===== src/rtl/multicycle_control_pkg.sv =====
// Shared constants and types for the multi-cycle RV32I-subset controller.
package ctrl_pkg;

    // Major opcodes recognised by the controller
    localparam logic [6:0] OP_R      = 7'b0110011;
    localparam logic [6:0] OP_I      = 7'b0010011;
    localparam logic [6:0] OP_LOAD   = 7'b0000011;
    localparam logic [6:0] OP_STORE  = 7'b0100011;
    localparam logic [6:0] OP_BRANCH = 7'b1100011;
    localparam logic [6:0] OP_LUI    = 7'b0110111;
    localparam logic [6:0] OP_AUIPC  = 7'b0010111;

    // Controller sequencing states
    typedef enum logic [2:0] {
        FETCH  = 3'd0,
        DECODE = 3'd1,
        EXEC   = 3'd2,
        MEM    = 3'd3,
        WB     = 3'd4,
        HALT   = 3'd5
    } state_e;

    // Instruction class latched in DECODE and used by later states
    typedef enum logic [2:0] {
        CLS_NONE   = 3'd0,
        CLS_R      = 3'd1,
        CLS_I      = 3'd2,
        CLS_LOAD   = 3'd3,
        CLS_STORE  = 3'd4,
        CLS_BRANCH = 3'd5,
        CLS_LUI    = 3'd6,
        CLS_AUIPC  = 3'd7
    } opc_class_e;

    // ALU operation classes
    localparam logic [3:0] ALU_ADD    = 4'b0000;
    localparam logic [3:0] ALU_IMM    = 4'b0010;
    localparam logic [3:0] ALU_STORE  = 4'b0100;
    localparam logic [3:0] ALU_R      = 4'b0110;
    localparam logic [3:0] ALU_BRANCH = 4'b1100;

    // ALU A-operand selects
    localparam logic [1:0] A_OLDPC = 2'b00;
    localparam logic [1:0] A_ZERO  = 2'b01;
    localparam logic [1:0] A_RS1   = 2'b10;
    localparam logic [1:0] A_PC    = 2'b11;

    // ALU B-operand selects
    localparam logic [1:0] B_RS2  = 2'b00;
    localparam logic [1:0] B_IMM  = 2'b01;
    localparam logic [1:0] B_FOUR = 2'b10;

endpackage


===== src/rtl/multicycle_control_if.sv =====
// Memory handshake bundle between the controller and the shared memory port.
interface multicycle_control_if;
    logic mem_req;
    logic mem_we;
    logic mem_addr_sel;
    logic mem_ready;

    modport master (output mem_req, output mem_we, output mem_addr_sel, input mem_ready);
    modport slave  (input mem_req, input mem_we, input mem_addr_sel, output mem_ready);
endinterface


===== src/rtl/multicycle_control_opcode_classify.sv =====
// Maps a 7-bit major opcode onto its instruction class and a legal flag.
module opcode_classify
    import ctrl_pkg::*;
(
    input  logic [6:0] opcode_i,
    output opc_class_e class_o,
    output logic       legal_o
);

    // Pure lookup; anything unrecognised is reported as illegal
    always_comb begin
        class_o = CLS_NONE;
        legal_o = 1'b1;
        case (opcode_i)
            OP_R:      class_o = CLS_R;
            OP_I:      class_o = CLS_I;
            OP_LOAD:   class_o = CLS_LOAD;
            OP_STORE:  class_o = CLS_STORE;
            OP_BRANCH: class_o = CLS_BRANCH;
            OP_LUI:    class_o = CLS_LUI;
            OP_AUIPC:  class_o = CLS_AUIPC;
            default:   legal_o = 1'b0;
        endcase
    end

endmodule


===== src/rtl/multicycle_control.sv =====
// Multi-cycle controller: sequences fetch/decode/execute/memory/writeback
// over a shared ALU and memory port, halting on illegal opcodes or timeouts.
module multicycle_control
    import ctrl_pkg::*;
#(
    parameter int TIMEOUT_CYCLES = 255,
    parameter int CNT_W          = 8
) (
    input  logic                 CLK,
    input  logic                 RESET_N,
    input  logic [6:0]           opcode,
    input  logic                 zero,
    multicycle_control_if.master mem,
    output logic                 ir_write,
    output logic                 pc_write,
    output logic                 pc_src,
    output logic [1:0]           AuipcLui,
    output logic [1:0]           ALUSrc,
    output logic [3:0]           ALUOp,
    output logic                 RegWrite,
    output logic                 MemtoReg,
    output logic                 instr_retired,
    output logic                 illegal,
    output logic                 bus_err
);

    localparam logic [CNT_W-1:0] LIMIT      = CNT_W'(TIMEOUT_CYCLES);
    localparam bit               TIMEOUT_EN = (TIMEOUT_CYCLES != 0);

    state_e           state_q, state_d;
    opc_class_e       opc_q, opc_d;
    logic             illegal_q, illegal_d;
    logic             bus_err_q, bus_err_d;
    logic [CNT_W-1:0] cnt_q, cnt_d;

    opc_class_e       decClass;
    logic             decLegal;
    logic             waiting;
    logic             timeout;
    logic [CNT_W-1:0] cntInc;

    logic             memReq, memWe, memAddrSel;
    logic             irWrite, pcWrite, pcSrc;
    logic [1:0]       aSel, bSel;
    logic [3:0]       aluOp;
    logic             regWrite, memToReg, retired;

    opcode_classify u_classify (
        .opcode_i (opcode),
        .class_o  (decClass),
        .legal_o  (decLegal)
    );

    // A request is outstanding and unanswered only in FETCH or MEM
    always_comb begin
        waiting = ((state_q == FETCH) || (state_q == MEM)) && !mem.mem_ready;
        cntInc  = cnt_q + 1'b1;
        timeout = TIMEOUT_EN && waiting && (cntInc == LIMIT);
    end

    // Next-state sequencing, sticky error flags and the wait counter
    always_comb begin
        state_d   = state_q;
        opc_d     = opc_q;
        illegal_d = illegal_q;
        bus_err_d = bus_err_q;
        case (state_q)
            FETCH: begin
                if (mem.mem_ready) begin
                    state_d = DECODE;
                end else if (timeout) begin
                    state_d   = HALT;
                    bus_err_d = 1'b1;
                end
            end
            DECODE: begin
                opc_d = decClass;
                if (decLegal) begin
                    state_d = EXEC;
                end else begin
                    state_d   = HALT;
                    illegal_d = 1'b1;
                end
            end
            EXEC: begin
                case (opc_q)
                    CLS_R, CLS_I, CLS_LUI, CLS_AUIPC: state_d = WB;
                    CLS_LOAD, CLS_STORE:              state_d = MEM;
                    CLS_BRANCH:                       state_d = FETCH;
                    default:                          state_d = HALT;
                endcase
            end
            MEM: begin
                if (mem.mem_ready) begin
                    state_d = (opc_q == CLS_LOAD) ? WB : FETCH;
                end else if (timeout) begin
                    state_d   = HALT;
                    bus_err_d = 1'b1;
                end
            end
            WB:      state_d = FETCH;
            HALT:    state_d = HALT;
            default: state_d = HALT;
        endcase
        if (state_d != state_q) begin
            cnt_d = '0;
        end else if (waiting) begin
            cnt_d = cntInc;
        end else begin
            cnt_d = cnt_q;
        end
    end

    // State registers with synchronous active-low reset
    always_ff @(posedge CLK) begin
        if (!RESET_N) begin
            state_q   <= FETCH;
            opc_q     <= CLS_NONE;
            illegal_q <= 1'b0;
            bus_err_q <= 1'b0;
            cnt_q     <= '0;
        end else begin
            state_q   <= state_d;
            opc_q     <= opc_d;
            illegal_q <= illegal_d;
            bus_err_q <= bus_err_d;
            cnt_q     <= cnt_d;
        end
    end

    // Control strobes decoded from state and latched class; completion strobes are ready-qualified
    always_comb begin
        memReq     = 1'b0;
        memWe      = 1'b0;
        memAddrSel = 1'b0;
        irWrite    = 1'b0;
        pcWrite    = 1'b0;
        pcSrc      = 1'b0;
        aSel       = A_RS1;
        bSel       = B_RS2;
        aluOp      = ALU_ADD;
        regWrite   = 1'b0;
        memToReg   = 1'b0;
        retired    = 1'b0;
        case (state_q)
            FETCH: begin
                memReq = 1'b1;
                aSel   = A_PC;
                bSel   = B_FOUR;
                if (mem.mem_ready) begin
                    irWrite = 1'b1;
                    pcWrite = 1'b1;
                end
            end
            DECODE: begin
                aSel = A_OLDPC;
                bSel = B_IMM;
            end
            EXEC: begin
                case (opc_q)
                    CLS_R: begin
                        aluOp = ALU_R;
                    end
                    CLS_I: begin
                        aluOp = ALU_IMM;
                        bSel  = B_IMM;
                    end
                    CLS_LUI: begin
                        aluOp = ALU_IMM;
                        aSel  = A_ZERO;
                        bSel  = B_IMM;
                    end
                    CLS_AUIPC: begin
                        aluOp = ALU_IMM;
                        aSel  = A_OLDPC;
                        bSel  = B_IMM;
                    end
                    CLS_LOAD: begin
                        bSel = B_IMM;
                    end
                    CLS_STORE: begin
                        aluOp = ALU_STORE;
                        bSel  = B_IMM;
                    end
                    CLS_BRANCH: begin
                        aluOp   = ALU_BRANCH;
                        pcWrite = zero;
                        pcSrc   = 1'b1;
                        retired = 1'b1;
                    end
                    default: ;
                endcase
            end
            MEM: begin
                memReq     = 1'b1;
                memAddrSel = 1'b1;
                memWe      = (opc_q == CLS_STORE);
                retired    = mem.mem_ready && (opc_q == CLS_STORE);
            end
            WB: begin
                regWrite = 1'b1;
                memToReg = (opc_q == CLS_LOAD);
                retired  = 1'b1;
            end
            default: ;
        endcase
    end

    // Reset forces every output low, including the sticky flags
    always_comb begin
        mem.mem_req      = memReq     & RESET_N;
        mem.mem_we       = memWe      & RESET_N;
        mem.mem_addr_sel = memAddrSel & RESET_N;
        ir_write         = irWrite    & RESET_N;
        pc_write         = pcWrite    & RESET_N;
        pc_src           = pcSrc      & RESET_N;
        AuipcLui         = aSel  & {2{RESET_N}};
        ALUSrc           = bSel  & {2{RESET_N}};
        ALUOp            = aluOp & {4{RESET_N}};
        RegWrite         = regWrite  & RESET_N;
        MemtoReg         = memToReg  & RESET_N;
        instr_retired    = retired   & RESET_N;
        illegal          = illegal_q & RESET_N;
        bus_err          = bus_err_q & RESET_N;
    end

endmodule


===== src/flat_wrapper.sv =====
// flat-port wrapper written by rule: the top's interface ports become plain ports
module multicycle_control_flat import ctrl_pkg::*;
#(
    parameter int TIMEOUT_CYCLES = 255,
    parameter int CNT_W          = 8
)
  (CLK, RESET_N, opcode, zero, ir_write, pc_write, pc_src, AuipcLui, ALUSrc, ALUOp, RegWrite, MemtoReg, instr_retired, illegal, bus_err, mem_mem_req, mem_mem_we, mem_mem_addr_sel, mem_mem_ready);
  multicycle_control_if mem_i ();
  input  logic CLK;
  input  logic RESET_N;
  input  logic [6:0] opcode;
  input  logic zero;
  output logic ir_write;
  output logic pc_write;
  output logic pc_src;
  output logic [1:0] AuipcLui;
  output logic [1:0] ALUSrc;
  output logic [3:0] ALUOp;
  output logic RegWrite;
  output logic MemtoReg;
  output logic instr_retired;
  output logic illegal;
  output logic bus_err;
  output wire logic [$bits(mem_i.mem_req)-1:0] mem_mem_req;
  output wire logic [$bits(mem_i.mem_we)-1:0] mem_mem_we;
  output wire logic [$bits(mem_i.mem_addr_sel)-1:0] mem_mem_addr_sel;
  input wire logic [$bits(mem_i.mem_ready)-1:0] mem_mem_ready;
  assign mem_mem_req = mem_i.mem_req;
  assign mem_mem_we = mem_i.mem_we;
  assign mem_mem_addr_sel = mem_i.mem_addr_sel;
  assign mem_i.mem_ready = mem_mem_ready;
  multicycle_control #(.TIMEOUT_CYCLES(TIMEOUT_CYCLES), .CNT_W(CNT_W)) u_core (.CLK(CLK), .RESET_N(RESET_N), .opcode(opcode), .zero(zero), .mem(mem_i), .ir_write(ir_write), .pc_write(pc_write), .pc_src(pc_src), .AuipcLui(AuipcLui), .ALUSrc(ALUSrc), .ALUOp(ALUOp), .RegWrite(RegWrite), .MemtoReg(MemtoReg), .instr_retired(instr_retired), .illegal(illegal), .bus_err(bus_err));
endmodule

===== config.mk =====
export PLATFORM = sky130hd
export DESIGN_NAME = multicycle_control_flat
export DESIGN_NICKNAME = d
export VERILOG_FILES = /design/src/rtl/multicycle_control_pkg.sv /design/src/rtl/multicycle_control_if.sv /design/src/rtl/multicycle_control_opcode_classify.sv /design/src/rtl/multicycle_control.sv /design/src/flat_wrapper.sv
export SDC_FILE = /design/constraint.sdc
export NUM_CORES = 1
export LEC_CHECK = 0
export ABC_AREA = 1
export ABC_CLOCK_PERIOD_IN_PS = 1700
export CAP_MARGIN = 20
export CORE_AREA = 2 2 56 58
export CTS_BUF_LIST = sky130_fd_sc_hd__clkbuf_8
export CTS_CLUSTER_SIZE = 10
export DETAILED_ROUTE_END_ITERATION = 10
export DIE_AREA = 0 0 58 60
export PLACE_DENSITY_LB_ADDON = 0.2
export SLEW_MARGIN = 20
export SYNTH_ARGS = -nofsm -noshare
export SYNTH_HDL_FRONTEND = slang
export SYNTH_SLANG_ARGS = --single-unit

===== constraint.sdc =====
create_clock -name CLK -period 1.7 [get_ports CLK]
set_input_delay 0.34 -clock CLK [delete_from_list [all_inputs] [get_ports CLK]]
set_output_delay 0.34 -clock CLK [all_outputs]
set_load 0.005 [all_outputs]

==> flow_summary.ini, run 1 <==
[route]
drt_first_pass_iters = 4
drc = 0
wirelength_microns = 4560
vias = 1647
met3WireLength_microns = 126
drtIter0Drc = 55
highest_layer = met4
wl_met1_microns = 1830
via_per_inst = 5.13
wl_met2_microns = 2530
postRouteAntennaNets = 0
wl_per_cell_microns = 14.2

[critical_path]
end_kind = flop
crit_chain = nand2_1 -> clkinv_1 -> buf_4 -> nand2_2 -> nor2_1 -> nand2_1 -> nand3_1 -> nor2_2 -> nand3_1 -> nand2_1 -> nand3_2 -> buf_12 -> nor3_2
slowest_delay_ns = 0.37
path_max_fanout = 8
cp.arrival_ns = 2.03
cp_common_cell = nand2_1
crit_required_ns = 1.88
criticalPathCategory = flop to flop
cp_slowest_cell = dfxtp_2
start_kind = flop

[run_status]
status = complete, but fails checks
violations = negative setup slack

[power]
power_density_nw_per_um2 = 768
power_w = 0.00180
p_leak_nw = 1.05
ir_drop_mv = 0.806

[clocking]
cts_buffers = 3
cts_buffer_depth = 2
cts_tree = built
htreeDepth = 1
clk_latency_ns = 0.25
clk_pin_slew_ns = 0.06
cts.sinks = 16
clockRootBuffer = clkbuf_8

[grt]
antenna_found_initial = 0
track_usage = 0.255
grt_max_degree = 16
grt_pass1_wl_microns = 6760
grt_overflow = 0
first_global_vias = 1579

[die]
die_height_microns = 60
ioPinCount = 30
rows = 20
core_sq_um = 2900
die_area_sq_um = 3480
initial_utilization = 0.442
die_w_microns = 58

[logic_synthesis]
syn_avg_cell_area_sq_um = 6.58
syn_nets = 208
synthCells = 195
synth-edff-count = 0
yosys_register_bits = 16
async_flop_share = 0
synth_area_sq_um = 1280
synth_fa_ha_area_frac = 0.0195
synth.mux.area_fraction = 0.00780
synth-simple-area-share = 0.448
synth_top_family_by_area = simple AND/OR/NAND/NOR gates
synth-xor-area-share = 0.0273
synth_compound_area_frac = 0.151
synth_ff_type = dfxtp_1
synth_warnings = 0
ys_seq_area_frac = 0.250
synth_cell_types = 32

[finish]
register_area_sq_um = 333
multi_input_area_sq_um = 1070
filler_cell_count = 193
final_net_count = 302
area_delta_synth_final_pct = 82.5
finalInstanceArea_sq_um = 2340
final_common_cell = buf_4
drive_above_1_share = 0.549
antennaDiodeCount = 0
layout_common_cells = 50 x buf_4, 33 x nand2_1, 20 x inv_1

[timing]
hold_violations = 0
holdWs_ns = 0.493
layout_min_cycle_time_ns = 1.85
period_share = 1.09
clock_skew_ns = 0.00349
grt_setup_unrepaired = true
drv_slew = 0
layout_setup_ws_ns = -0.148
setup-violations-final = 18
fmax_mhz = 541

[flow_run]
maxCapViolCount = 0

[placement]
port_buffers = 28
place.gp.congestion = 0.867
pre_cts_ws_ns = -0.530
placed_cell_area_sq_um = 1960
place_hpwl_microns = 2770

[min_path]
hold_path.class = flop to flop
-- where the power goes --
| group | internal (W) | switching [W] |
|---|---|---|
| logic | 0.000454 | 0.000528 |
| clock network | 0.000206 | 0.000139 |
| registers | 0.000422 | 0.0000491 |
-- critical path: cells and delay by family (launching register included) --
family | cells | cell delay (ns)
buffers and inverters | 3 | 0.51
flip-flops | 1 | 0.37
AND/OR/NAND/NOR | 10 | 0.89
-- synth_stat cells (2+ instances only) --
| master | instances | area share |
|---|---|---|
| nand2_1 | 41 | 0.12 |
| inv_1 | 23 | 0.067 |
| nor2_1 | 22 | 0.064 |
| dfxtp_1 | 16 | 0.25 |
| nand3_1 | 11 | 0.043 |
| nor3_2 | 10 | 0.078 |
| o21ai_0 | 10 | 0.039 |
| a21oi_1 | 9 | 0.035 |
| nand2_2 | 6 | 0.029 |
| a31oi_1 | 4 | 0.020 |
| inv_2 | 4 | 0.012 |
| nor2_2 | 4 | 0.020 |
| nor3_1 | 4 | 0.016 |
| xor2_1 | 4 | 0.027 |
| nand3_2 | 3 | 0.023 |
| o21bai_1 | 3 | 0.018 |
| clkinv_1 | 2 | 0.0059 |
| ha_1 | 2 | 0.020 |
| nand3_4 | 2 | 0.027 |
| nand4_1 | 2 | 0.0098 |
| o21ai_1 | 2 | 0.0078 |
-- sequential cells by signal (all words and copies together) (netlist names) --
| signal | cells |
|---|---|
| u_core.cnt_q | 8 |
| u_core.state_q | 3 |
| u_core.opc_q | 3 |
| u_core.bus_err_q | 1 |
| u_core.illegal_q | 1 |
-- worst paths after layout --
kind | from | end | slack [ns] | depth (start not counted)
setup / recovery | u_core.opc_q[1] | u_core.cnt_q[1] | -0.15 | 13
setup reg to reg | u_core.opc_q[1] | u_core.cnt_q[1] | -0.15 | 13
hold / removal | u_core.bus_err_q | u_core.bus_err_q | 0.49 | 2
hold reg to reg | u_core.bus_err_q | u_core.bus_err_q | 0.49 | 2
-- stage by stage --
step	instances	TNS [ns]	util
after floorplan	195	0	-
after global placement	301	-9.56	0.675
after detailed placement	301	-10.26	0.675
after CTS	319	-1.24	0.769
after global routing	321	-3.75	0.806
final	321	-1.84	0.806
-- per-layer routing --
layer / vias up / track usage
li1: 833 / -
met1: 774 / 0.296
met2: 32 / 0.485
met3: 8 / 0.0411
met4: 0 / 0.0631
met5: - / 0
-- cells by family after synthesis --
family	after synthesis
fa+ha+maj	2
other cells	1
compound gates	33
buf+inv	31
flops	16
mux	1
simple gates	107
xor+xnor	4
-- area by class of cell --
class	count	share of cell area
timing repair buffer	91	0.308
inverter	29	0.0502
sequential	16	0.142
clock buffer	4	0.0235
multi-input combinational	148	0.458
tap	33	0.0176
-- repair_timing --
item                       in CTS  in global routing
setup endpoints to repair      26                 29
resized for setup             113                 35
pin swaps                      28                 16
setup buffers                  15                  2
hold buffers                    0                  0
Note: power is estimated with default switching activity, not from simulation.
==> run 2: changes to the inputs <==
--- a/config.mk
+++ b/config.mk
@@ -6,13 +6,13 @@
 export NUM_CORES = 1
 export LEC_CHECK = 0
 export ABC_AREA = 1
-export ABC_CLOCK_PERIOD_IN_PS = 1700
+export ABC_CLOCK_PERIOD_IN_PS = 2400
 export CAP_MARGIN = 20
-export CORE_AREA = 2 2 56 58
+export CORE_AREA = 2 2 54 56
 export CTS_BUF_LIST = sky130_fd_sc_hd__clkbuf_8
 export CTS_CLUSTER_SIZE = 10
 export DETAILED_ROUTE_END_ITERATION = 10
-export DIE_AREA = 0 0 58 60
+export DIE_AREA = 0 0 56 58
 export PLACE_DENSITY_LB_ADDON = 0.2
 export SLEW_MARGIN = 20
 export SYNTH_ARGS = -nofsm -noshare
==> constraint.sdc (replaced) <==
create_clock -name CLK -period 2.4 [get_ports CLK]
set_input_delay 0.48 -clock CLK [delete_from_list [all_inputs] [get_ports CLK]]
set_output_delay 0.48 -clock CLK [all_outputs]
set_load 0.005 [all_outputs]
==> run 2 against run 1 <==
Net effect: final area shrank 27%; global-route usage shrank 5.1 points; first-iteration DRC count shrank 25%; count of clock-buffer cells in the layout is the same; critical path depth shrank 7; worst hold slack lost 0.038 ns; highest routed layer unchanged; flip-flop and latch count is the same; routed wire length shrank 30%; critical path type is now primary input to output pin; the run now ends clean.
==> flow_summary.ini, run 2 (synthesis results as in run 1) <==
[placement]
place.gp.congestion = 0.864
dp_cells = 259
port_buffers = 28
place_hpwl_microns = 2620
pre_cts_ws_ns = -0.0932

[die]
die_height_microns = 58
initial_utilization = 0.482
die_area_sq_um = 3250
core_sq_um = 2660
ioPinCount = 30
rows = 19
die_w_microns = 56

[route]
drc = 0
drtIter0Drc = 41
drt_first_pass_iters = 4
wirelength_microns = 3200
via_per_inst = 5.35
vias = 1407
wl_per_cell_microns = 12.1
postRouteAntennaNets = 0

[finish]
antennaDiodeCount = 0
max_flop_register = u_core.cnt_q
largest_reg_flops = 8
drive_above_1_share = 0.211
layout_common_cells = 41 x nand2_1, 23 x inv_1, 23 x clkdlybuf4s50_1
final_common_cell = nand2_1
multi_input_area_sq_um = 855
area_delta_synth_final_pct = 33.7
register_area_sq_um = 325
top_regs = u_core.cnt_q (8), u_core.opc_q (3), u_core.state_q (3)
final_net_count = 246
layoutNonFillerInstCount = 263
filler_cell_count = 245

[power]
power_frac_seq = 0.339
p_leak_nw = 0.709
p_clk_frac = 0.258
netSwitchingFraction = 0.392
power_w = 0.000970
ir_drop_mv = 0.400
power.switching_w = 0.000380
p_comb_frac = 0.404
power_density_nw_per_um2 = 566
p_int_w = 0.000590

[timing]
fmax_mhz = 430
clock_skew_ns = 0.00623
holdWs_ns = 0.455
period_share = 0.970
layout_min_cycle_time_ns = 2.33
setup-violations-final = 0
drv_slew = 0
layout_setup_ws_ns = 0.0727
hold_violations = 0

[critical_path]
cp.arrival_ns = 1.85
r2r_setup_slack_ns = 0.57
path_max_fanout = 2
r2r-start = u_core.cnt_q[1]
end_kind = output pin
crit_required_ns = 1.92
start_kind = primary input
ff2ff_path_depth = 10
criticalPathCategory = primary input to output pin
r2r-end = u_core.cnt_q[1]

[grt]
grt_overflow = 0
grt_max_degree = 12
track_usage = 0.205
first_global_vias = 1350
antenna_found_initial = 0
grt_pass1_wl_microns = 5340

[min_path]
min_to = u_core.bus_err_q
hold_path.class = flop to flop
hold_depth = 2
worstHoldStart = u_core.bus_err_q

[run_status]
status = finished clean

[clocking]
htreeDepth = 1
cts_buffers = 3
cts_hold_buffers = 0
clk_pin_slew_ns = 0.06
clockRootBuffer = clkbuf_8
cts_buffer_depth = 2
cts_tree = built
cts.sinks = 16
clk_latency_ns = 0.26

[flow_run]
maxCapViolCount = 0
## run 2: layout make-up
cell class,count,share of cell area
Sequential cell,16,0.190
Clock buffer,4,0.0321
Timing Repair Buffer,35,0.193
Tap cell,31,0.0226
Inverter,29,0.0642
Multi-Input combinational cell,148,0.499
## run 2: worst max path at each step
stage          cells past startpoint            end  slack, ns         startpoint
3_3_place_gp                       5       MemtoReg      -0.05            RESET_N
4_1_cts                            5  instr_retired       0.01    u_core.opc_q[0]
5_1_grt                            6       pc_write     -0.002      mem_mem_ready
3_5_place_dp                       5       MemtoReg      -0.09            RESET_N
6_report                           6       pc_write       0.07      mem_mem_ready
2_1_floorplan                      4       ALUOp[1]       0.72  u_core.state_q[1]
## run 2: timing repair
item | in CTS | in global routing
setup buffers | 0 | 0
setup endpoints to repair | 8 | 5
gates resized for setup | 6 | 7
pin swaps | 0 | 2
## run 2: power groups by stage
stage | clock network [W] | registers, W | logic (W)
finish | 0.000250 | 0.000329 | 0.000391
global route | 0.000268 | 0.000333 | 0.000435
CTS | 0.000254 | 0.000327 | 0.000390
detailed placement | 0 | 0.000333 | 0.000389
global placement | 0 | 0.000331 | 0.000385
floorplan | 0 | 0.000325 | 0.000262
## run 2: through the flow
stage | cell area [sq um] | utilization | setup TNS [ns]
final | 1710 | 0.644 | 0
after global routing | 1710 | 0.644 | -0.00221
after CTS | 1700 | 0.637 | 0
after detailed placement | 1640 | 0.617 | -0.424
after global placement | 1640 | 0.617 | -0.146
after floorplan | 1280 | - | 0
## run 2: worst max-delay path: stages
cell and delay, ns:
clkdlybuf4s50_1 0.51, inv_1 0.08, nor2_2 0.13, a31oi_1 0.05, nor2_1 0.09, clkdlybuf4s50_1 0.50
## run 2: metal layers
layer  track usage  wire length, microns  vias to the layer above
met5             0                     0                        -
met4         0.105                    66                        0
met3        0.0357                   144                        9
met2         0.382                  1680                       46
met1         0.222                  1310                      640
li1              -                     -                      712
==> run 3: changes to the inputs <==
--- a/config.mk
+++ b/config.mk
@@ -8,11 +8,11 @@
 export ABC_AREA = 1
 export ABC_CLOCK_PERIOD_IN_PS = 2400
 export CAP_MARGIN = 20
-export CORE_AREA = 2 2 54 56
+export CORE_AREA = 2 2 60 62
 export CTS_BUF_LIST = sky130_fd_sc_hd__clkbuf_8
 export CTS_CLUSTER_SIZE = 10
 export DETAILED_ROUTE_END_ITERATION = 10
-export DIE_AREA = 0 0 56 58
+export DIE_AREA = 0 0 62 64
 export PLACE_DENSITY_LB_ADDON = 0.2
 export SLEW_MARGIN = 20
 export SYNTH_ARGS = -nofsm -noshare
==> run 3 against run 2 <==
Net effect: die area rose by 22%; first-iteration DRC count shrank 12%; critical path depth did not move; non-clock buffer count increased by 4.
==> flow_summary.ini, run 3 (synthesis results as in run 1) <==
[run_status]
status = finished clean

[grt]
first_global_vias = 1288
track_usage = 0.171
antenna_found_initial = 0
grt_max_degree = 11
grt_pass1_wl_microns = 5300
grt_overflow = 0

[placement]
dp_cells = 278
port_buffers = 28
place_hpwl_microns = 2510
place.gp.congestion = 0.752
pre_cts_ws_ns = -0.0748

[timing]
fmax_mhz = 435
layout_setup_ws_ns = 0.103
setup-violations-final = 0
holdWs_ns = 0.461
clock_skew_ns = 0.00174
period_share = 0.957
grt_setup_unrepaired = true
drv_slew = 0
hold_violations = 0
layout_min_cycle_time_ns = 2.30

[flow_run]
maxCapViolCount = 0

[power]
p_leak_nw = 0.726
power_density_nw_per_um2 = 548
ir_drop_mv = 0.196
power_w = 0.000963

[route]
drt_first_pass_iters = 4
drc = 0
vias = 1350
wirelength_microns = 3110
wl_per_cell_microns = 11.0
postRouteAntennaNets = 0
via_per_inst = 4.79
drtIter0Drc = 36

[clocking]
cts_buffers = 3
cts_buffer_depth = 2
htreeDepth = 1
cts.sinks = 16
clk_latency_ns = 0.25
clockRootBuffer = clkbuf_8
clk_pin_slew_ns = 0.06
post_cts_buffers = 0
cts_tree = built

[finish]
drive_above_1_share = 0.216
final_net_count = 250
layoutNonFillerInstCount = 282
max_flop_register = u_core.cnt_q
top_regs = u_core.cnt_q (8), u_core.opc_q (3), u_core.state_q (3)
antennaDiodeCount = 0
layout_common_cells = 41 x nand2_1, 24 x clkdlybuf4s50_1, 23 x inv_1
area_delta_synth_final_pct = 37.1
largest_reg_flops = 8
final_common_cell = nand2_1

[critical_path]
path_max_fanout = 2
crit_required_ns = 1.92
criticalPathCategory = primary input to output pin
start_kind = primary input
cp.arrival_ns = 1.82
end_kind = output pin

[die]
initial_utilization = 0.390
rows = 21
core_sq_um = 3280
ioPinCount = 30
die_area_sq_um = 3970
die_height_microns = 64
die_w_microns = 62

[min_path]
hold_path.class = flop to flop
==> run 3: timing repair <==
item,in CTS,in global routing
resized for setup,6,4
hold buffers,0,0
endpoints found under the setup margin,15,8
cloned,0,0
==> run 3: worst paths after layout <==
check | startpoint | endpoint | slack [ns] | depth (start not counted)
worst min register to register | u_core.bus_err_q | u_core.bus_err_q | 0.46 | 2
worst min-delay path | u_core.bus_err_q | u_core.bus_err_q | 0.46 | 2
worst max-delay path | mem_mem_ready | pc_write | 0.10 | 6
worst max register to register | u_core.cnt_q[0] | u_core.cnt_q[6] | 0.59 | 11
==> run 3: per-layer routing <==
layer,vias up,wire length [microns],global-route usage
met1,602,1480,0.224
met5,-,0,0
met3,0,116,0.0283
met2,29,1510,0.289
met4,0,0,0.0319
li1,719,-,-
==> run 3: cell type report <==
type,count,area [sq um]
Fill cell,348,1530
Multi-Input combinational cell,148,851
Timing Repair Buffer,39,362
Sequential cell,16,323
Inverter,29,110
Tap cell,46,57.6
Clock buffer,4,55.1
==> run 3: where the power goes <==
| part | total [W] | switching, W | internal, W | leakage [nW] |
|---|---|---|---|---|
| combinational | 0.000397 | 0.000240 | 0.000157 | 0.567 |
| sequential | 0.000328 | 0.0000330 | 0.000295 | 0.131 |
| clock | 0.000238 | 0.0000922 | 0.000145 | 0.0288 |
| total | 0.000963 | 0.000365 | 0.000597 | 0.726 |
==> run 3: worst max-delay path, cell delays in order <==
cell and delay, ns:
clkdlybuf4s50_1 0.47, inv_1 0.06, nor2_2 0.14, a31oi_1 0.05, nor2_1 0.09, clkdlybuf4s50_1 0.51
==> run 3: through the flow <==
stage,setup TNS (ns),utilization,instance area [sq um]
6_report,0,0.535,1760
5_1_grt,-0.0661,0.535,1760
4_1_cts,0,0.533,1750
3_5_place_dp,-0.316,0.515,1690
3_3_place_gp,-0.206,0.515,1690
2_1_floorplan,0,-,1280
